## src/rtl/lfsr_pkg.sv

```systemverilog
// Shared constants and state encoding for the LFSR decrypt / depad engine.
package lfsr_pkg;

    localparam int LFSR_W   = 7;
    localparam int NUM_PTRN = 9;

    localparam logic [LFSR_W-1:0] SPACE = 7'h20;

    // Entry 0 sits in the least significant slot.
    localparam logic [NUM_PTRN-1:0][LFSR_W-1:0] TAP_TABLE = {
        7'h7B, 7'h7E, 7'h5C, 7'h69, 7'h6A, 7'h72, 7'h78, 7'h48, 7'h60
    };

    typedef enum logic [2:0] {
        IDLE, SEED, PROBE, NEXT, DECODE, FILL, DONE
    } state_t;

endpackage

```

## src/rtl/lfsr_step.sv

```systemverilog
// One Galois-free shift step of the LFSR: shift left, feed back the parity of tapped bits.
module lfsr_step
    import lfsr_pkg::*;
(
    input  logic [LFSR_W-1:0] state_i,
    input  logic [LFSR_W-1:0] taps_i,
    output logic [LFSR_W-1:0] next_o
);

    assign next_o = {state_i[LFSR_W-2:0], ^(state_i & taps_i)};

endmodule

```

## src/rtl/lfsr_decrypt_depad.sv

```systemverilog
// Tap search from a space preamble, then decrypt, strip leading spaces and space-fill the
// output region. Single-port DM master; reads are pipelined one address ahead of the data.
module lfsr_decrypt_depad
    import lfsr_pkg::*;
#(
    parameter int MSG_LEN   = 64,
    parameter int SRC_BASE  = 64,
    parameter int DST_BASE  = 0,
    parameter int PROBE_LEN = 10,
    parameter int ADDR_W    = 8
) (
    input  logic              clk_i,
    input  logic              reset_i,
    input  logic              start_i,
    output logic              ack_o,
    output logic [ADDR_W-1:0] mem_addr_o,
    input  logic [LFSR_W:0]   mem_rdata_i,
    output logic              mem_wen_o,
    output logic [LFSR_W:0]   mem_wdata_o,
    output logic              ptrn_found_o,
    output logic [3:0]        ptrn_idx_o,
    output logic [6:0]        err_count_o
);

    localparam int CNT_W = $clog2(MSG_LEN + 1);
    localparam logic [ADDR_W-1:0] SRC   = ADDR_W'(SRC_BASE);
    localparam logic [ADDR_W-1:0] DST   = ADDR_W'(DST_BASE);
    localparam logic [CNT_W-1:0]  LAST  = CNT_W'(MSG_LEN - 1);
    localparam logic [CNT_W-1:0]  PLAST = CNT_W'(PROBE_LEN - 1);

    state_t             state_q;
    logic               start_q, ack_q, wen_q, found_q;
    logic               skip_q, fetch_q, wr_q, use_buf_q;
    logic [ADDR_W-1:0]  addr_q;
    logic [LFSR_W:0]    wdata_q, buf_q;
    logic [LFSR_W-1:0]  seed_q, s_q, s_nxt;
    logic [3:0]         idx_q, pidx_q, idx_d;
    logic [6:0]         err_q, err_d;
    logic [CNT_W-1:0]   k_q, i_q, j_q;

    function automatic logic [ADDR_W-1:0] src_at(input logic [CNT_W-1:0] n);
        return SRC + ADDR_W'(n);
    endfunction

    function automatic logic [ADDR_W-1:0] dst_at(input logic [CNT_W-1:0] n);
        return DST + ADDR_W'(n);
    endfunction

    // A read that lands during a write cycle is parked in buf_q and replayed next cycle.
    logic [LFSR_W:0]   byte_w;
    logic [LFSR_W-1:0] plain_w;
    logic              err_w;

    assign byte_w  = use_buf_q ? buf_q : mem_rdata_i;
    assign plain_w = byte_w[LFSR_W-1:0] ^ s_q;
    assign err_w   = ^byte_w;
    assign idx_d   = idx_q + 4'd1;
    assign err_d   = (err_q == 7'h7F) ? err_q : err_q + 7'd1;

    lfsr_step u_step (
        .state_i (s_q),
        .taps_i  (TAP_TABLE[idx_q]),
        .next_o  (s_nxt)
    );

    always_ff @(posedge clk_i) begin
        start_q <= start_i;
        if (reset_i) begin
            state_q   <= IDLE;
            ack_q     <= 1'b0;
            wen_q     <= 1'b0;
            found_q   <= 1'b0;
            pidx_q    <= '0;
            err_q     <= '0;
            addr_q    <= SRC;
            fetch_q   <= 1'b0;
            wr_q      <= 1'b0;
            use_buf_q <= 1'b0;
        end else begin
            case (state_q)
                IDLE: if (start_q && !start_i) begin
                    // DM already sees SRC_BASE this cycle, so byte 0 arrives in SEED.
                    state_q <= SEED;
                    addr_q  <= src_at(CNT_W'(1));
                    found_q <= 1'b0;
                    pidx_q  <= '0;
                    err_q   <= '0;
                    ack_q   <= 1'b0;
                end
                SEED: begin
                    seed_q  <= mem_rdata_i[LFSR_W-1:0] ^ SPACE;
                    s_q     <= mem_rdata_i[LFSR_W-1:0] ^ SPACE;
                    idx_q   <= '0;
                    k_q     <= CNT_W'(1);
                    addr_q  <= src_at(CNT_W'(2));
                    state_q <= PROBE;
                end
                PROBE: if ((mem_rdata_i[LFSR_W-1:0] ^ s_nxt) != SPACE) begin
                    state_q <= NEXT;
                    addr_q  <= src_at(CNT_W'(1));
                end else if (k_q == PLAST) begin
                    found_q   <= 1'b1;
                    pidx_q    <= idx_q;
                    addr_q    <= src_at('0);
                    s_q       <= seed_q;
                    fetch_q   <= 1'b1;
                    wr_q      <= 1'b0;
                    skip_q    <= 1'b1;
                    use_buf_q <= 1'b0;
                    i_q       <= '0;
                    j_q       <= '0;
                    state_q   <= DECODE;
                end else begin
                    k_q    <= k_q + CNT_W'(1);
                    s_q    <= s_nxt;
                    addr_q <= src_at(k_q + CNT_W'(2));
                end
                NEXT: if (idx_d == 4'(NUM_PTRN)) begin
                    state_q <= DONE;
                    ack_q   <= 1'b1;
                end else begin
                    idx_q   <= idx_d;
                    s_q     <= seed_q;
                    k_q     <= CNT_W'(1);
                    addr_q  <= src_at(CNT_W'(2));
                    state_q <= PROBE;
                end
                DECODE: if (fetch_q) begin
                    fetch_q <= 1'b0;
                    addr_q  <= src_at(CNT_W'(1));
                end else if (wr_q) begin
                    buf_q     <= mem_rdata_i;
                    use_buf_q <= 1'b1;
                    wr_q      <= 1'b0;
                    wen_q     <= 1'b0;
                    j_q       <= j_q + CNT_W'(1);
                    if (i_q == LAST) begin
                        if (j_q == LAST) begin
                            state_q <= DONE;
                            ack_q   <= 1'b1;
                        end else begin
                            state_q <= FILL;
                            addr_q  <= dst_at(j_q + CNT_W'(1));
                            wen_q   <= 1'b1;
                            wdata_q <= {1'b0, SPACE};
                        end
                    end else begin
                        i_q    <= i_q + CNT_W'(1);
                        addr_q <= src_at(i_q + CNT_W'(2));
                    end
                end else begin
                    s_q       <= s_nxt;
                    use_buf_q <= 1'b0;
                    if (skip_q && !err_w && plain_w == SPACE) begin
                        i_q    <= i_q + CNT_W'(1);
                        addr_q <= src_at(i_q + CNT_W'(2));
                        if (i_q == LAST) begin
                            state_q <= FILL;
                            addr_q  <= dst_at(j_q);
                            wen_q   <= 1'b1;
                            wdata_q <= {1'b0, SPACE};
                        end
                    end else begin
                        skip_q  <= 1'b0;
                        wr_q    <= 1'b1;
                        wen_q   <= 1'b1;
                        addr_q  <= dst_at(j_q);
                        wdata_q <= {err_w, plain_w};
                        if (err_w) err_q <= err_d;
                    end
                end
                FILL: begin
                    j_q <= j_q + CNT_W'(1);
                    if (j_q == LAST) begin
                        state_q <= DONE;
                        wen_q   <= 1'b0;
                        ack_q   <= 1'b1;
                    end else begin
                        addr_q <= dst_at(j_q + CNT_W'(1));
                    end
                end
                DONE: if (start_i) begin
                    state_q <= IDLE;
                    ack_q   <= 1'b0;
                    addr_q  <= SRC;
                end
                default: state_q <= IDLE;
            endcase
        end
    end

    assign ack_o        = ack_q;
    assign mem_addr_o   = addr_q;
    assign mem_wen_o    = wen_q;
    assign mem_wdata_o  = wdata_q;
    assign ptrn_found_o = found_q;
    assign ptrn_idx_o   = pidx_q;
    assign err_count_o  = err_q;

endmodule

```

## config.mk

```make
export PLATFORM = sky130hd
export DESIGN_NAME = lfsr_decrypt_depad
export DESIGN_NICKNAME = d
export VERILOG_FILES = /design/src/rtl/lfsr_pkg.sv /design/src/rtl/lfsr_step.sv /design/src/rtl/lfsr_decrypt_depad.sv
export SDC_FILE = /design/constraint.sdc
export NUM_CORES = 1
export LEC_CHECK = 0
export ABC_CLOCK_PERIOD_IN_PS = 2800
export BUFFER_PORTS_ARGS = -buffer_cell sky130_fd_sc_hd__buf_2
export CAP_MARGIN = 20
export CORE_UTILIZATION = 55
export DETAILED_ROUTE_END_ITERATION = 10
export PLACE_DENSITY = 0.77
export SYNTH_ARGS = -nofsm -noshare
export SYNTH_HDL_FRONTEND = slang
export SYNTH_SLANG_ARGS = --single-unit
export TNS_END_PERCENT = 30
```

## constraint.sdc

```tcl
create_clock -name clk_i -period 2.8 [get_ports clk_i]
set_input_delay 0.14 -clock clk_i [delete_from_list [all_inputs] [get_ports clk_i]]
set_output_delay 0.14 -clock clk_i [all_outputs]
set_load 0.1 [all_outputs]
```

==> Yosys cells after proc, flatten, opt, wreduce, memory -nomap -nowiden <==
Memories as Yosys holds them, arrays and structs flattened. A register that Yosys moved wholly into a read port is not among the register bits.
Index checks and enable logic that the tools add are counted.
W data, S select, Z words.
{ "classes": {"add_sub_neg": 9, "mul": 0, "div": 0, "magnitude_cmp": 1, "n_eq_ne": 35, "shift": 0, "mux": 99, "n_bitwise": 6, "reduce_logical": 35} }
{ "op_table": {"columns": ["op", "count"], "rows": [
  ["$mux W7", 23],
  ["$mux W8", 17],
  ["$pmux W8 S7", 1],
  ["$pmux W7 S3", 2],
  ["$reduce_and A7 Y1", 5],
  ["$ne A2 B2 Y1 const B", 17],
  ["$mux W3", 11],
  ["$add A7 B1 Y7 const B", 4],
  ["$pmux W7 S2", 2],
  ["$pmux W7 S4", 1],
  ["$mux W1", 26],
  ["$eq A7 B6 Y1 const B", 3],
  ["$pmux W3 S7", 1],
  ["$mux W4", 5],
  ["$reduce_and A4 Y1", 5],
  ["$reduce_and A6 Y1", 3],
  ["$add A7 B7 Y8 const A", 2],
  ["$pmux W4 S2", 2],
  ["$add A7 B2 Y7 const B", 2],
  ["$xor A7 B7 Y7", 2],
  ["$pmux W1 S2", 6],
  ["$reduce_bool A2 Y1", 5],
  ["$eq A3 B3 Y1 const B", 3],
  ["$ne A3 B3 Y1 const B", 3],
  ["other kinds (26)", 34]
]} }
{ "word_totals": {"register_bits": 85, "latchBits": 0, "ramBits": 0, "romBits": 112, "out_inout_bits": 30, "word_cells": 206, "mem_count": 1} }
{ "mem_list": {"columns": ["memory", "words", "width", "rd", "rd_clocked_by_memory_dff", "wr", "line_no", "source"], "rows": [
  ["(no name shown)", 16, 7, 1, 1, 0, "lfsr_decrypt_depad.sv:62", ".taps_i (TAP_TABLE[idx_q]),"]
]} }

==> Longest topological paths before layout <==
{ "depth": {"ltp_word": 9, "ltp_mapped": 12, "depth_no_buf": 11} }

==> Modules after synthesis <==
A second synthesis with hierarchy kept.
{ "unflattened": {"hier_cells": 530, "hier_area_um2": 5233.8} }
{ "modules_own_cells": {"columns": ["module", "n_inst", "cells_per_inst", "area_each_um2"], "rows": [
  ["lfsr_decrypt_depad", 1, 513, 5099.9],
  ["lfsr_step", 1, 17, 133.9]
]} }

==> Least setup slack after synthesis <==
OpenSTA, ideal clock, no wires.
{ "synth_path": {"path_type": "register to register", "startpoint": "reg s_q[3]", "endpoint": "reg i_q[0], enable pin", "arrival_ns": 2.576, "required_ns": 2.410, "path_slack_ns": -0.166, "path_stages_with_launch": 7, "period_less_slack_ns": 2.966, "cell_sequence": "edfxtp_1 nand2_1 xnor3_1 xnor3_1 xnor2_1 a21oi_1 nor4_1"} }
{ "synth_between": {"elab_chain_len": 6, "word_cells_on_any_way": 10} }
{ "synth_lines": {"columns": ["item", "line_no", "source"], "rows": [
  ["start: declaration", "lfsr_decrypt_depad.sv:36", "logic [LFSR_W-1:0] seed_q, s_q, s_nxt;"],
  ["start signal: assignment", "lfsr_decrypt_depad.sv:92", "s_q <= mem_rdata_i[LFSR_W-1:0] ^ SPACE;"],
  ["start signal: assignment", "lfsr_decrypt_depad.sv:105", "s_q <= seed_q;"],
  ["start signal: assignment", "lfsr_decrypt_depad.sv:115", "s_q <= s_nxt;"],
  ["$and A7 B7 Y7", "lfsr_step.sv:10", "assign next_o = {state_i[LFSR_W-2:0], ^(state_i & taps_i)};"],
  ["$reduce_xor A7 Y1", "lfsr_step.sv:10", null],
  ["$xor A7 B7 Y7", "lfsr_decrypt_depad.sv:98", "PROBE: if ((mem_rdata_i[LFSR_W-1:0] ^ s_nxt) != SPACE) begin"],
  ["$ne A7 B6 Y1", "lfsr_decrypt_depad.sv:98", null],
  ["$ne A2 B2 Y1 (no source line)", null, null],
  ["$reduce_and A7 Y1 (no source line) *", null, null],
  ["end signal: assignment", "lfsr_decrypt_depad.sv:148", "i_q <= i_q + CNT_W'(1);"],
  ["end signal: assignment", "lfsr_decrypt_depad.sv:155", "i_q <= i_q + CNT_W'(1);"],
  ["end: declaration", "lfsr_decrypt_depad.sv:39", "logic [CNT_W-1:0] k_q, i_q, j_q;"]
]} }
Mark *: on every way between the ends. The rest lies on a longest branch, timed or not.
A chain may end at the register's enable or synchronous reset.

==> Worst setup path after layout <==
{ "layout_path": {"startpoint": "reg s_q[3]", "endpoint": "reg k_q[3], enable pin"} }
{ "layout_between": {"elab_chain_len": 6} }
{ "layout_lines": {"columns": ["item", "line_no", "source"], "rows": [
  ["$and A7 B7 Y7", "lfsr_step.sv:10", null],
  ["$reduce_xor A7 Y1", "lfsr_step.sv:10", null],
  ["$xor A7 B7 Y7 *", "lfsr_decrypt_depad.sv:98", null],
  ["$ne A7 B6 Y1 *", "lfsr_decrypt_depad.sv:98", null],
  ["$ne A2 B2 Y1 (no source line) *", null, null],
  ["$reduce_and A5 Y1 (no source line) *", null, null],
  ["end signal: assignment", "lfsr_decrypt_depad.sv:114", "k_q <= k_q + CNT_W'(1);"],
  ["end: declaration", "lfsr_decrypt_depad.sv:39", null]
]} }
Marked as above.

==> run metrics <==
Tightest Pin Transition=0.600 ns; Sink Count=91; Worst-Skew Late Latency=0.37 ns; asr flop ratio synth=0%; Synth cell types=61; class of the worst hold path=in2reg; final cell count without fillers=715; Max-slew headroom=59.6%; post-layout net count=622; Root Buffer=clkbuf_8; slowest stage delay, CP=0.46 ns; internal power consumption=3.16 mW; DRT antenna net count=0; Post-synth EDFFs=56; Sw Share=44.6%; DR WL/cell=18.0 um; max-cap violation count=0; Critical Path AT=2.68 ns; Top FF cell, synth=edfxtp_1; Final Cell Area=5920 um2; vias per inst=6.30; leak pwr=2.26 nW; Final Hold Fails=0; status=finished, final reports clean; Tcrit/Tclk final=92.8%; all-layer global routing usage=27.0%; Syn Area/Cell=9.67 um2; sequential power share=34.9%; final wirelength=12.9 mm; Top-Level Pins=41; share of cells above drive strength 1=16.2%; initial DRC count=426; critical-path maximum fanout=7; HPWL after detailed placement=9.41 mm; IO Port Bufs=40; crit path capture type=flip-flop; worst setup margin=0.201 ns; Die Y=99.4 um; FP Rows=35; placed cell area=5690 um2; Max Transition Viols Final=0; placer congestion estimate=0.903; CP Cell Sequence=nand2_1, xnor3_1, xnor3_1, xnor2_2, a21oi_2, nor4_1, buf_4; combinational share of power=49.3%; Die ar.=9870 um2; Synthesis Warnings=0; most used cell, CP=xnor3_1; Clk network pwr share=15.8%; total core area=9200 um2; pre-CTS WS=0.0641 ns; Via Count=4504; final setup violation count=0; fmax=0.385 GHz; CTS tree=done; Reg clk slew, reported paths=0.10 ns; H-tree depth=3; Post-CTS Setup Inserts=0; Final min period=2.60 ns; FF-to-FF setup slack=0.20 ns; clk_skew=0.0176 ns; global-route wire length before repair=20.9 mm; most frequent cells in the layout=edfxtp_1, nor2_1, nand2_1; area grow syn2layout=13.5%; die width=99.4 um; register area share after synthesis=45.7%; flops & latches, synth=91; most common cell after layout, fill and taps aside=edfxtp_1; Crit Path Category=reg2reg; startpoint types=flip-flop; Worst path slowest cell=xnor3_1; post-synthesis cell count=539; cts bufs inserted=9; Antenna Cells=0; 1st-pass router iterations=7; vias in the first global route=4199; RSZ-0062 raised after global routing=no; Psw=2.54 mW; Syn Nets=562; dpl cells=697; Cell Area, Synth=5210 um2; initial core utilization=56.7%; Max clock buf depth=2; largest net degree at the start of global routing=24; maximum vdd drop=0.000485 V; GRT overflow=0; initial antenna violation count=0; CP required=2.88 ns; pwr dens=963 nW/um2; DRC=0
==> worst max-delay path: cells and delay by family, from the launching register on <==
| kind | cells | cell delay (ns) |
|---|---|---|
| buffers and inverters | 1 | 0.22 |
| AO/OA/AOI/OAI | 1 | 0.18 |
| AND/OR/NAND/NOR | 2 | 0.39 |
| flip-flops | 1 | 0.39 |
| XOR/XNOR | 3 | 1.11 |
==> sequential cells by signal, summed over array words and instances, names as in the netlist, 6 cells and up <==
signal,cells
buf_q,8
u_step.taps_i,6
i_q,7
mem_wdata_o,8
seed_q,7
mem_addr_o,8
j_q,7
s_q,7
err_count_o,7
k_q,7
==> repair_timing <==
action,4_1_cts,5_1_grt
endpoints found under the hold margin,2,0
gates resized for setup,0,3
endpoints found under the setup margin,0,16
hold buffers,2,0
==> through the flow <==
step	utilization (%)	setup TNS [ns]	hold WS, ns	total power [mW]
6_report	64.4	0	0.0510	5.70
5_1_grt	64.4	0	0.0440	5.98
4_1_cts	64.2	0	0.0290	5.59
3_5_place_dp	61.9	0	0.300	4.69
3_3_place_gp	61.9	0	0.298	4.61
2_1_floorplan	-	-1.03	0.168	3.96
==> cell usage after synthesis, types with 18 or more instances <==
| cell | instances | area, um2 |
|---|---|---|
| dfxtp_1 | 35 | 701 |
| a21oi_1 | 29 | 145 |
| edfxtp_1 | 56 | 1680 |
| xnor2_1 | 25 | 219 |
| nor2_1 | 47 | 176 |
| inv_1 | 25 | 93.8 |
| nand2_1 | 45 | 169 |
| xor2_1 | 26 | 228 |
| nand3_1 | 34 | 170 |
| mux2i_1 | 18 | 180 |
| clkbuf_1 | 19 | 71.3 |
| o21ai_0 | 20 | 100 |
==> cell type report <==
class                           count  area, um2
Multi-Input combinational cell    397       2640
Clock buffer                       11        131
Tap cell                          111        139
Sequential cell                    91       2380
Timing Repair Buffer               75        468
Fill cell                         756       3280
Clock inverter                      5       61.3
Inverter                           25       93.8
==> power groups by stage <==
stage / Sequential (mW) / Clock, mW / Combinational [mW]
after floorplan: 2.35 / 0 / 1.62
after global placement: 2.00 / 0 / 2.62
after detailed placement: 2.02 / 0 / 2.67
after CTS: 1.98 / 0.909 / 2.70
after global routing: 2.02 / 0.961 / 3.00
final: 1.99 / 0.898 / 2.81
==> worst paths after layout <==
path	startpoint	to	cells past startpoint
hold / removal	mem_rdata_i[3]	seed_q[3]$_DFFE_PP_	1
hold reg to reg	ptrn_found_o$_SDFFE_PP0P_	ptrn_found_o$_SDFFE_PP0P_	1
setup / recovery	s_q[3]$_DFFE_PP_	k_q[3]$_SDFFCE_PN0P_	7
setup reg to reg	s_q[3]$_DFFE_PP_	k_q[3]$_SDFFCE_PN0P_	7
==> kinds of logic (layout without fill, tap and decap cells) <==
| family | count (synthesis) | in the layout | share of synthesized area [%] |
|---|---|---|---|
| AO/OA/AOI/OAI | 119 | 119 | 15.7 |
| flip-flops | 91 | 91 | 45.7 |
| AND/OR/NAND/NOR | 192 | 192 | 18.1 |
| multiplexers | 20 | 20 | 3.89 |
| buffers and inverters | 51 | 116 | 4.01 |
| adder cells (fa/ha/maj) | 12 | 12 | 2.88 |
| XOR/XNOR | 54 | 54 | 9.75 |
==> layer usage <==
metal,track usage [%],part of all wire (%)
met3,5.13,8.7
met2,43.9,46
met1,36.5,43
met5,0,0
met4,9.05,2.1
No activity file was read; power rests on OpenSTA's default activity.
